$ cat config.mk
export PLATFORM = sky130hd
export DESIGN_NAME = seg_display
export DESIGN_NICKNAME = d
export VERILOG_FILES = /design/src/rtl/seg_pkg.sv /design/src/rtl/seg_display_bin2bcd.sv /design/src/rtl/seg_display.sv
export SDC_FILE = /design/constraint.sdc
export NUM_CORES = 1
export LEC_CHECK = 0
export CORE_MARGIN = 2
export CORE_UTILIZATION = 35
export DETAILED_ROUTE_END_ITERATION = 8
export HOLD_SLACK_MARGIN = 0.1
export PLACE_DENSITY_LB_ADDON = 0.05
export SLEW_MARGIN = 20
export SYNTH_ARGS = -nofsm -noshare
export SYNTH_HDL_FRONTEND = slang
export SYNTH_SLANG_ARGS = --single-unit
$ cat constraint.sdc
create_clock -name clk -period 4.7 [get_ports clk]
set_input_delay 0.94 -clock clk [delete_from_list [all_inputs] [get_ports clk]]
set_output_delay 0.94 -clock clk [all_outputs]
set_load 0.005 [all_outputs]
$ cat src/rtl/seg_pkg.sv
// Shared definitions for the seven-segment stopwatch display: conversion FSM
// states, BCD geometry, segment patterns and the per-step dabble adjust.
package seg_pkg;

   typedef enum logic [1:0] {
      IDLE   = 2'd0,
      SHIFT  = 2'd1,
      UPDATE = 2'd2
   } conv_state_t;

   localparam int BIN_W = 13;            // binary seconds input width
   localparam int NDIG  = 4;             // thousands..units
   localparam int DIG_W = 4;             // one BCD nibble
   localparam int BCD_W = NDIG * DIG_W;  // 16-bit packed BCD
   localparam int STEPS = BIN_W;         // one dabble step per input bit

   // active-low segments, bit order {g,f,e,d,c,b,a}
   localparam logic [6:0] SEG_0     = 7'b1000000;
   localparam logic [6:0] SEG_1     = 7'b1111001;
   localparam logic [6:0] SEG_2     = 7'b0100100;
   localparam logic [6:0] SEG_3     = 7'b0110000;
   localparam logic [6:0] SEG_4     = 7'b0011001;
   localparam logic [6:0] SEG_5     = 7'b0010010;
   localparam logic [6:0] SEG_6     = 7'b0000010;
   localparam logic [6:0] SEG_7     = 7'b1111000;
   localparam logic [6:0] SEG_8     = 7'b0000000;
   localparam logic [6:0] SEG_9     = 7'b0010000;
   localparam logic [6:0] SEG_BLANK = 7'b1111111;

   function automatic logic [6:0] seg_decode(input logic [DIG_W-1:0] d);
      logic [6:0] s;
      case (d)
         4'd0:    s = SEG_0;
         4'd1:    s = SEG_1;
         4'd2:    s = SEG_2;
         4'd3:    s = SEG_3;
         4'd4:    s = SEG_4;
         4'd5:    s = SEG_5;
         4'd6:    s = SEG_6;
         4'd7:    s = SEG_7;
         4'd8:    s = SEG_8;
         4'd9:    s = SEG_9;
         default: s = SEG_BLANK;  // non-BCD codes never reach the display
      endcase
      return s;
   endfunction

   // add 3 to every nibble >= 5 so the following left shift carries into the next decade
   function automatic logic [BCD_W-1:0] bcd_adjust(input logic [BCD_W-1:0] b);
      logic [BCD_W-1:0] r;
      r = b;
      for (int i = 0; i < NDIG; i++) begin
         if (b[i*DIG_W +: DIG_W] >= 4'd5)
            r[i*DIG_W +: DIG_W] = b[i*DIG_W +: DIG_W] + 4'd3;
      end
      return r;
   endfunction

endpackage

$ cat src/rtl/seg_display_bin2bcd.sv
// Sequential double-dabble: one shift/adjust step per clock, 13 steps per
// conversion. bcd is valid while done is high (the UPDATE cycle).
module bin2bcd
   import seg_pkg::*;
(
   input  logic             clk,
   input  logic             rst_n,
   input  logic             start,
   input  logic [BIN_W-1:0] din,
   output logic [BCD_W-1:0] bcd,
   output logic             done,
   output logic             busy
);

   conv_state_t      state;
   logic [BIN_W-1:0] bin_sr;
   logic [BCD_W-1:0] work;
   logic [3:0]       step;
   logic [BCD_W-1:0] adj;

   assign adj  = bcd_adjust(work);
   assign bcd  = work;
   assign done = (state == UPDATE);

   // conversion FSM: capture on start, 13 dabble steps, one UPDATE cycle
   always_ff @(posedge clk or negedge rst_n) begin
      if (!rst_n) begin
         state  <= IDLE;
         bin_sr <= '0;
         work   <= '0;
         step   <= '0;
         busy   <= 1'b0;
      end else begin
         case (state)
            IDLE: begin
               if (start) begin
                  bin_sr <= din;
                  work   <= '0;
                  step   <= '0;
                  busy   <= 1'b1;
                  state  <= SHIFT;
               end
            end
            SHIFT: begin
               // adjust then shift: top adjusted bit drops out, 8191 fits in 4 decades
               work   <= {adj[BCD_W-2:0], bin_sr[BIN_W-1]};
               bin_sr <= {bin_sr[BIN_W-2:0], 1'b0};
               step   <= step + 4'd1;
               if (step == 4'(STEPS - 1))
                  state <= UPDATE;
            end
            UPDATE: begin
               busy  <= 1'b0;
               state <= IDLE;
            end
            default: begin
               busy  <= 1'b0;
               state <= IDLE;
            end
         endcase
      end
   end

endmodule

$ cat src/rtl/seg_display.sv
// Four-digit multiplexed seven-segment display for the stopwatch seconds count.
// Converts value to BCD whenever it changes, scans one digit per refresh slot,
// and optionally blanks leading zeros.
module seg_display
   import seg_pkg::*;
#(
   parameter int REFRESH_DIV = 100000
) (
   input  logic             clk,
   input  logic             rst_n,
   input  logic [BIN_W-1:0] value,
   input  logic             blank_lead,
   output logic [6:0]       seg,
   output logic [NDIG-1:0]  an,
   output logic             busy
);

   localparam int CW = (REFRESH_DIV > 2) ? $clog2(REFRESH_DIV) : 1;
   localparam logic [CW-1:0] CMAX = CW'(REFRESH_DIV - 1);

   logic [BIN_W-1:0]           last;
   logic [BIN_W-1:0]           pend;
   logic                       force_cnv;
   logic                       start;
   logic [BCD_W-1:0]           bcd;
   logic                       done;
   logic [NDIG-1:0][DIG_W-1:0] disp;
   logic [CW-1:0]              cnt;
   logic [1:0]                 idx;
   logic [NDIG-1:0]            blank;

   // a new conversion is wanted after reset or whenever the input moved
   assign start = force_cnv | (value != last);

   bin2bcd u_bcd (
      .clk   (clk),
      .rst_n (rst_n),
      .start (start),
      .din   (value),
      .bcd   (bcd),
      .done  (done),
      .busy  (busy)
   );

   // track the value in flight and commit digits + last value on done
   always_ff @(posedge clk or negedge rst_n) begin
      if (!rst_n) begin
         force_cnv <= 1'b1;
         pend      <= '0;
         last      <= '0;
         disp      <= '0;
      end else begin
         if (!busy && start) begin
            pend      <= value;
            force_cnv <= 1'b0;
         end
         if (done) begin
            disp <= bcd;
            last <= pend;
         end
      end
   end

   // refresh divider; digit index advances on each wrap
   always_ff @(posedge clk or negedge rst_n) begin
      if (!rst_n) begin
         cnt <= '0;
         idx <= '0;
      end else if (cnt == CMAX) begin
         cnt <= '0;
         idx <= idx + 2'd1;
      end else begin
         cnt <= cnt + CW'(1);
      end
   end

   // digit i blanks when every digit from i upward is zero; units never blanks
   always_comb begin
      logic above_zero;
      above_zero = 1'b1;
      blank      = '0;
      for (int i = NDIG - 1; i >= 1; i--) begin
         above_zero = above_zero & (disp[i] == 4'd0);
         blank[i]   = blank_lead & above_zero;
      end
   end

   // registered anode/segment drive, both following idx one cycle later
   always_ff @(posedge clk or negedge rst_n) begin
      if (!rst_n) begin
         an  <= 4'b1110;
         seg <= SEG_0;
      end else begin
         an  <= ~(4'b0001 << idx);
         seg <= blank[idx] ? SEG_BLANK : seg_decode(disp[idx]);
      end
   end

endmodule

==> Yosys cells after proc, flatten, opt, wreduce, memory -nomap -nowiden <==
Memory sizes are Yosys's and may differ from the RTL's.
Index checks and enable logic that the tools add are counted.
{ "op_classes": {"addsub": 7, "order_cmp": 5, "n_eq_ne": 7, "n_shift": 1, "muxes": 21, "n_bitwise": 8, "reduce_logical": 10} }
{ "ops": {"columns": ["cell", "n"], "rows": [
  ["one-hot mux 16 bit (2 select lines)", 1],
  ["one-hot mux 13 bit (2 select lines)", 1],
  ["2-to-1 mux 4 bit", 5],
  ["adder 17 x 1 -> 17 bit (second input constant)", 1],
  ["equality test 17 bit (second input constant)", 1],
  ["2-to-1 mux 17 bit", 1],
  ["greater-or-equal comparator 4 x 3 -> 1 bit (second input constant)", 4],
  ["2-to-1 mux 16 bit", 1],
  ["2-to-1 mux 13 bit", 1],
  ["!= test 13 bit", 1],
  ["adder 4 x 2 -> 4 bit (second input constant)", 3],
  ["logical NOT 4 bit", 3],
  ["binary-select mux 4 bit (select 2 bit)", 1],
  ["one-hot mux 4 bit (2 select lines)", 1],
  ["2-to-1 mux 7 bit", 1],
  ["AND reduction 2 bit", 3],
  ["bitwise AND 1 bit", 5],
  ["adder 4 x 1 -> 4 bit (second input constant)", 1],
  ["equality test 4 bit (second input constant)", 1],
  ["2-to-1 mux 2 bit", 2],
  ["NOT 4 bit", 1],
  ["one-hot mux 2 bit (2 select lines)", 1],
  ["left shift 1 x 2 -> 4 bit (first input constant)", 1],
  ["adder 3 x 2 -> 3 bit (second input constant)", 1],
  ["other kinds (16)", 17]
]} }
{ "word_totals": {"reg_bits": 109, "mem_bits_ro": 112, "in_bits": 16, "out_inout_bits": 12, "wordCells": 76, "n_memories": 1} }
{ "mem_list": {"columns": ["memory", "words", "width", "read_ports", "rd_ports_with_merged_regs", "wr", "line_no", "rtl"], "rows": [
  ["(name not given)", 16, 7, 1, 0, 0, "seg_pkg.sv:32", "case (d)"]
]} }

==> Logic depth before layout (Yosys ltp) <==
Gate-level depths: netlist (run 1).
{ "depth": {"depth_word": 7, "ltp_mapped": 8, "depth_no_buf": 7} }

==> Hierarchy <==
Synthesis (run 1) repeated with hierarchy kept, for this count alone.
{ "hier_totals": {"hier_cells": 452, "area_unflattened_um2": 5466.5} }
{ "by_module_without_submodules": {"columns": ["mod", "instances", "cells_per_inst", "area_per_inst_um2", "seq_area_each_um2"], "rows": [
  ["seg_display", 1, 249, 3350.7, 1833.0],
  ["bin2bcd", 1, 203, 2115.8, 900.9]
]} }

==> Worst setup path before layout (run 1) <==
No wires, ideal clock.
{ "synth_path": {"kind": "input -> register", "start": "input value[1]", "end": "register u_bcd.step[0]", "setup_ns": 0.065, "arrival_ns": 2.367, "required_time_ns": 4.635, "setup_slack_ns": 2.267, "cell_stages": 6, "path_buffers": 1, "cell_sequence": "xor2_1 > nor4_1 > nand4_1 > o21bai_1 > clkbuf_1 > mux2_2"} }
{ "synth_between": {"elab_chain_cells": 4} }
{ "synth_rtl": {"columns": ["element", "line_no", "rtl"], "rows": [
  ["start: declaration", "seg_display.sv:11", "input logic [BIN_W-1:0] value,"],
  ["!= test 13 bit", "seg_display.sv:33", "assign start = force_cnv | (value != last);"],
  ["OR 1 bit", "seg_display.sv:33", null],
  ["!= test 2 bit (no source line)", null, null],
  ["AND reduction 2 bit (no source line)", null, null],
  ["end signal: assignment", "seg_display_bin2bcd.sv:48", "step <= step + 4'd1;"],
  ["end: declaration", "seg_display_bin2bcd.sv:18", "logic [3:0] step;"]
]} }
No other way between the ends.
A chain may end at the register's enable or synchronous reset.

==> Worst setup path after layout (run 1) <==
{ "layout_path": {"start": "input value[0]", "end": "register u_bcd.bin_sr[5]"} }
{ "layout_between": {"elab_chain_cells": 4} }
{ "layout_rtl": {"columns": ["element", "line_no", "rtl"], "rows": [
  ["!= test 13 bit", "seg_display.sv:33", null],
  ["OR 1 bit", "seg_display.sv:33", null],
  ["!= test 2 bit (no source line)", null, null],
  ["AND reduction 2 bit (no source line)", null, null],
  ["end signal: assignment", "seg_display_bin2bcd.sv:37", "bin_sr <= din;"],
  ["end signal: assignment", "seg_display_bin2bcd.sv:47", "bin_sr <= {bin_sr[BIN_W-2:0], 1'b0};"],
  ["end: declaration", "seg_display_bin2bcd.sv:16", "logic [BIN_W-1:0] bin_sr;"]
]} }
No other way between the ends.

==> results of run 1 <==
[synth_stat cells (6+ instances only)]
library cell and number:
xnor2_1 15, clkbuf_1 17, xor2_1 18, nor3_1 6
a21oi_1 14, a22o_1 14, and3_1 17, o21ai_0 25
inv_1 25, ha_1 20, mux2_2 33, nor4_1 7
nor2_1 33, nand3_1 8, a221o_1 12, dfrtp_1 104
nand2_1 30
[metrics by stage]
| stage | power, uW | instances | util (%) | worst slack (ns) | hold slack [ns] |
|---|---|---|---|---|---|
| detailed placement | 2735 | 639 | 39.49 | 1.120 | 0.4776 |
| CTS | 3561 | 655 | 41.73 | 1.501 | 0.4711 |
| global placement | 2709 | 639 | 39.49 | 1.196 | 0.4744 |
| global route | 3782 | 655 | 41.73 | 1.356 | 0.4776 |
| floorplan | 2365 | 443 | - | 2.267 | 0.4437 |
| finish | 3500 | 655 | 41.73 | 1.552 | 0.4709 |
[worst min path at each step]
stage | startpoint | to | depth (start not counted)
after floorplan | cnt[0] | cnt[0] | 1
after global placement | cnt[0] | cnt[0] | 1
after detailed placement | cnt[0] | cnt[0] | 1
after CTS | rst_n | u_bcd.bcd[15] | 1
after global routing | rst_n | u_bcd.bcd[14] | 1
final | rst_n | u_bcd.bcd[14] | 1
[logic make-up (layout without fill, tap and decap cells)]
logic type	Yosys count	after routing	share of synthesized area, %
buffers and inverters	43	75	3.331
adder cells (fa/ha/maj)	20	20	4.935
XOR/XNOR	33	33	5.700
flip-flops	109	109	53.91
AND/OR/NAND/NOR	121	121	11.77
multiplexers	41	41	9.919
AO/OA/AOI/OAI	76	76	10.44
[metal layers]
| metal | GRT usage (%) | up-vias | share of wire [%] |
|---|---|---|---|
| met3 | 3.909 | 10 | 3.1 |
| met1 | 18.80 | 1595 | 52 |
| li1 | - | 1610 | - |
| met2 | 20.67 | 47 | 44 |
| met5 | 0 | - | 0 |
| met4 | 5.288 | 0 | 1.8 |
[power breakdown]
group          total [uW]  internal, uW  switching [uW]
Clock                 797           457             339
Sequential           1540          1280             257
Combinational        1160           614             551
[sequential cells by signal, indices dropped and copies added (netlist names)]
name,count
seg,7
idx,2
pend,13
u_bcd.bin_sr,13
u_bcd.step,4
u_bcd.bcd,16
cnt,17
an,4
force_cnv,1
u_bcd.state,2
last,13
u_bcd.busy,1
disp,16
[final cells by class]
cell class	instances	area [sq um]
clock inverters	3	43.79
fillers	1336	8183
clock buffers	13	270.3
multi-input cells	291	2172
well taps	180	225.2
flip-flops and latches	109	2734
inverters	25	93.84
repair buffers	34	320.3
==> flow_metrics.env, run 1 <==
export IMPL_status="complete, no violations"
export IMPL_cpLargestDelayFamily="buffers and inverters"
export IMPL_syn_num_nets=479
export IMPL_coreArea_sq_mm=0.01404
export IMPL_reg2reg_from="cnt[12]"
export IMPL_r2r_slack_ns=2.25
export IMPL_drive_above_1_share_pct=14.11
export IMPL_cp_endpoint="u_bcd.bin_sr[5]"
export IMPL_syn_to_final_growth_pct=15.54
export IMPL_synth_main_ff_cell="dfrtp_1"
export IMPL_worst_pin_slew_ns=0.7024
export IMPL_grt_pass1_wl_mm=17.02
export IMPL_path_cells="clkdlybuf4s50_1 > xor2_1 > nor4_1 > nand4_1 > o21bai_2 > buf_4 > a221o_1"
export IMPL_ir_drop_uv=246.5
export IMPL_root_buffer="clkbuf_16"
export IMPL_skew_ns=0.01160
export IMPL_ant_nets=0
export IMPL_arrival_ns=3.44
export IMPL_grt_pass1_vias=3319
export IMPL_detail_route_wl_per_cell_um=15.06
export IMPL_maxCapViolations=0
export IMPL_wl_mm=9.866
export IMPL_syn_area_sq_mm=0.005071
export IMPL_port_buffers=27
export IMPL_diodes=0
export IMPL_rsz0062_at_grt="false"
export IMPL_start_kind="input port"
export IMPL_synth_edf_count=0
export IMPL_synth_cells=443
export IMPL_max_stage_delay_ns=0.59
export IMPL_fmax_mhz=317.7
export IMPL_relSlewSlack_pct=53.06
export IMPL_place_congestion=0.7751
export IMPL_die_x_um=124.4
export IMPL_final_common_cell="dfrtp_1"
export IMPL_maxSlewViolCount=0
export IMPL_cp_buffers_inverters=2
export IMPL_setup_violations=0
export IMPL_synth_avg_cell_area_sq_um=11.45
export IMPL_postSynth_asyncResetShare_pct=100.0
export IMPL_grt_usage_pct=13.74
export IMPL_hp_class="input port to async pin"
export IMPL_synth_seq_area_share_pct=53.91
export IMPL_grt_max_degree=47
export IMPL_die_area_sq_mm=0.01547
export IMPL_ys_top_cells_by_area="dfrtp_1 (51%), mux2_2 (7.3%), ha_1 (4.9%), xor2_1 (3.1%), dfstp_2 (2.6%)"
export IMPL_timing_final_crit_share_pct=66.98
export IMPL_via_count=3262
export IMPL_cts_tree="done"
export IMPL_synth_cell_types=37
export IMPL_powerDensity_mw_per_mm2=597.4
export IMPL_ff2ff_path_depth=5
export IMPL_crit_path_max_fanout=20
export IMPL_initial_core_util_pct=36.11
export IMPL_place_area_sq_mm=0.005545
export IMPL_yosysTopAreaCellShare_pct=51.32
export IMPL_nNetsFinal=506
export IMPL_cp_required_ns=4.99
export IMPL_clk_latency_ns=0.36
export IMPL_r2r_end="idx[1]"
export IMPL_numClockSinks=109
export IMPL_synth_top_area_cell="dfrtp_1"
export IMPL_path_clk_slew_ns=0.07
export IMPL_path_class="input port to register"
export IMPL_hpwlAfterDp_mm=6.870
export IMPL_cts_setup_buffers=0
export IMPL_yosys_warnings=0
export IMPL_cts_buffers=9
export IMPL_ys_ff_latch=109
export IMPL_critical_path_slowest_cell="o21bai_2"
export IMPL_crit_cells=7
export IMPL_crit_start="value[0]"
export IMPL_layout_cells_most_common_list="dfrtp_1 (104), nor2_1 (33), mux2_2 (33), nand2_1 (30), clkdlybuf4s50_1 (26)"
export IMPL_ios=28
export IMPL_cts_buffer_depth=2
export IMPL_setup_tns_ns=0
export IMPL_cts_resized=0
export IMPL_min_period_ns=3.148
export IMPL_row_count=43
export IMPL_drt_initial_drc_count=219
export IMPL_design_area_sq_mm=0.005859
export IMPL_h_tree_depth=3
export IMPL_ctsHoldBuffers=0
export IMPL_antenna_found_initial=0
export IMPL_worstSetupEndpointType="register"
export IMPL_first_pass_iters=4
export IMPL_via_per_inst=4.980
export IMPL_drc_errors=0
export IMPL_grt_overflow_total=0
export IMPL_p_leak_uw=0.002660
export IMPL_hold_viol_final=0
export IMPL_die_h_um=124.4
(Power assumes the default switching activity.)
==> inputs of run 2 (changes only) <==
Clock period 4.7 ns to 2.8 ns, I/O delays scaled along.
==> flow_metrics.env, run 2 (same netlist as run 1, synthesis figures left out) <==
export IMPL_setup_violations=0
export IMPL_power_uw=5849
export IMPL_clk_latency_ns=0.36
export IMPL_maxCapViolations=0
export IMPL_place_inst=645
export IMPL_initial_core_util_pct=36.11
export IMPL_fillers=1323
export IMPL_ctsHoldBuffers=0
export IMPL_drive_above_1_share_pct=15.38
export IMPL_path_clk_slew_ns=0.07
export IMPL_wl_mm=9.959
export IMPL_first_pass_iters=4
export IMPL_start_kind="register"
export IMPL_min_period_ns=2.288
export IMPL_worst_pin_slew_ns=0.6624
export IMPL_die_area_sq_mm=0.01547
export IMPL_die_x_um=124.4
export IMPL_skew_ns=0.01423
export IMPL_place_congestion=0.7475
export IMPL_p_leak_uw=0.002692
export IMPL_detail_route_wl_per_cell_um=15.07
export IMPL_grt_usage_pct=13.77
export IMPL_status="complete, no violations"
export IMPL_numClockSinks=109
export IMPL_worstSetupEndpointType="register"
export IMPL_diodes=0
export IMPL_crit_path_max_fanout=4
export IMPL_antenna_found_initial=0
export IMPL_rsz0062_at_grt="false"
export IMPL_die_h_um=124.4
export IMPL_grt_pass1_vias=3291
export IMPL_hold_viol_final=0
export IMPL_powerDensity_mw_per_mm2=988.7
export IMPL_arrival_ns=2.52
export IMPL_ios=28
export IMPL_path_class="register to register"
export IMPL_cts_buffers=9
export IMPL_final_cells=661
export IMPL_cts_setup_buffers=0
export IMPL_timing_final_crit_share_pct=81.73
export IMPL_largest_register="cnt"
export IMPL_coreArea_sq_mm=0.01404
export IMPL_maxSlewViolCount=0
export IMPL_drt_initial_drc_count=142
export IMPL_fmax_mhz=437.0
export IMPL_layout_cells_most_common_list="dfrtp_1 (104), nor2_1 (33), mux2_2 (33), nand2_1 (30), clkdlybuf4s50_1 (26)"
export IMPL_hp_class="input port to async pin"
export IMPL_grt_max_degree=46
export IMPL_via_per_inst=4.918
export IMPL_cts_buffer_depth=2
export IMPL_largest_reg_flops=17
export IMPL_cp_required_ns=3.04
export IMPL_setup_tns_ns=0
export IMPL_grt_overflow_total=0
export IMPL_design_area_sq_mm=0.005916
export IMPL_ir_drop_uv=363.9
export IMPL_root_buffer="clkbuf_16"
export IMPL_ant_nets=0
export IMPL_h_tree_depth=3
export IMPL_relSlewSlack_pct=55.68
export IMPL_hpwlAfterDp_mm=6.908
export IMPL_drc_errors=0
export IMPL_cts_tree="done"
export IMPL_syn_to_final_growth_pct=16.65
export IMPL_final_common_cell="dfrtp_1"
export IMPL_via_count=3251
export IMPL_row_count=43
export IMPL_place_area_sq_mm=0.005615
export IMPL_grt_pass1_wl_mm=17.19
export IMPL_nNetsFinal=512
export IMPL_cts_resized=0
export IMPL_port_buffers=27
[run 2: cell types whose count changed in the layout (fill, tap and decap cells not counted), sizes merged]
cell      previous run  this run
buf                  8        14
clkbuf              13        10
clkinv               2         3
clkinvlp             0         1
inv                 25        26
[run 2: final timing paths]
kind | startpoint | endpoint | slack (ns) | depth (start not counted)
max reg2reg | cnt[12] | idx[1] | 0.51 | 5
min reg2reg | cnt[0] | cnt[0] | 0.48 | 1
min in group clk | cnt[0] | cnt[0] | 0.48 | 1
max in group asynchronous | rst_n | force_cnv | 1.77 | 2
max | cnt[12] | idx[1] | 0.51 | 5
min | rst_n | seg[1] | 0.22 | 1
[run 2: report_power, final]
part	internal [uW]	leakage [uW]	switching [uW]
Sequential	2150	0.00136	427
Combinational	1040	0.00119	924
Clock	717	0.000149	587
Total	3910	0.00269	1940
[run 2: through the flow]
step / worst slack (ns) / util (%) / hold WS (ns)
finish: 0.5115 / 42.13 / 0.2171
detailed placement: 0.1943 / 39.99 / 0.4698
floorplan: 0.6293 / - / 0.2644
global placement: 0.2108 / 39.99 / 0.4752
global route: 0.3627 / 42.13 / 0.2636
CTS: 0.4827 / 42.13 / 0.2350
[run 2: critical path, stage by stage (launching register included)]
cell	delay (ns)
dfrtp_1	0.42
or4b_1	0.52
or4b_1	0.50
nor4_1	0.17
and3_2	0.24
mux2_1	0.32
[run 2: layer usage]
metal	up-vias	share of wire, %	global-route usage (%)
li1	1622	-	-
met1	1578	50	19.11
met2	39	45	21.02
met3	12	2.8	3.308
met4	0	1.6	4.957
met5	-	0	0
[run 2: cell type report]
cell class                 count  area, sq um  share of cell area [%]
sequential                   109         2734                   46.21
clock buffer                  10        239.0                   4.040
tap                          180        225.2                   3.807
clock inverter                 6        61.31                   1.036
multi-input combinational    291         2172                   36.72
timing repair buffer          40        390.4                   6.599
inverter                      25        93.84                   1.586
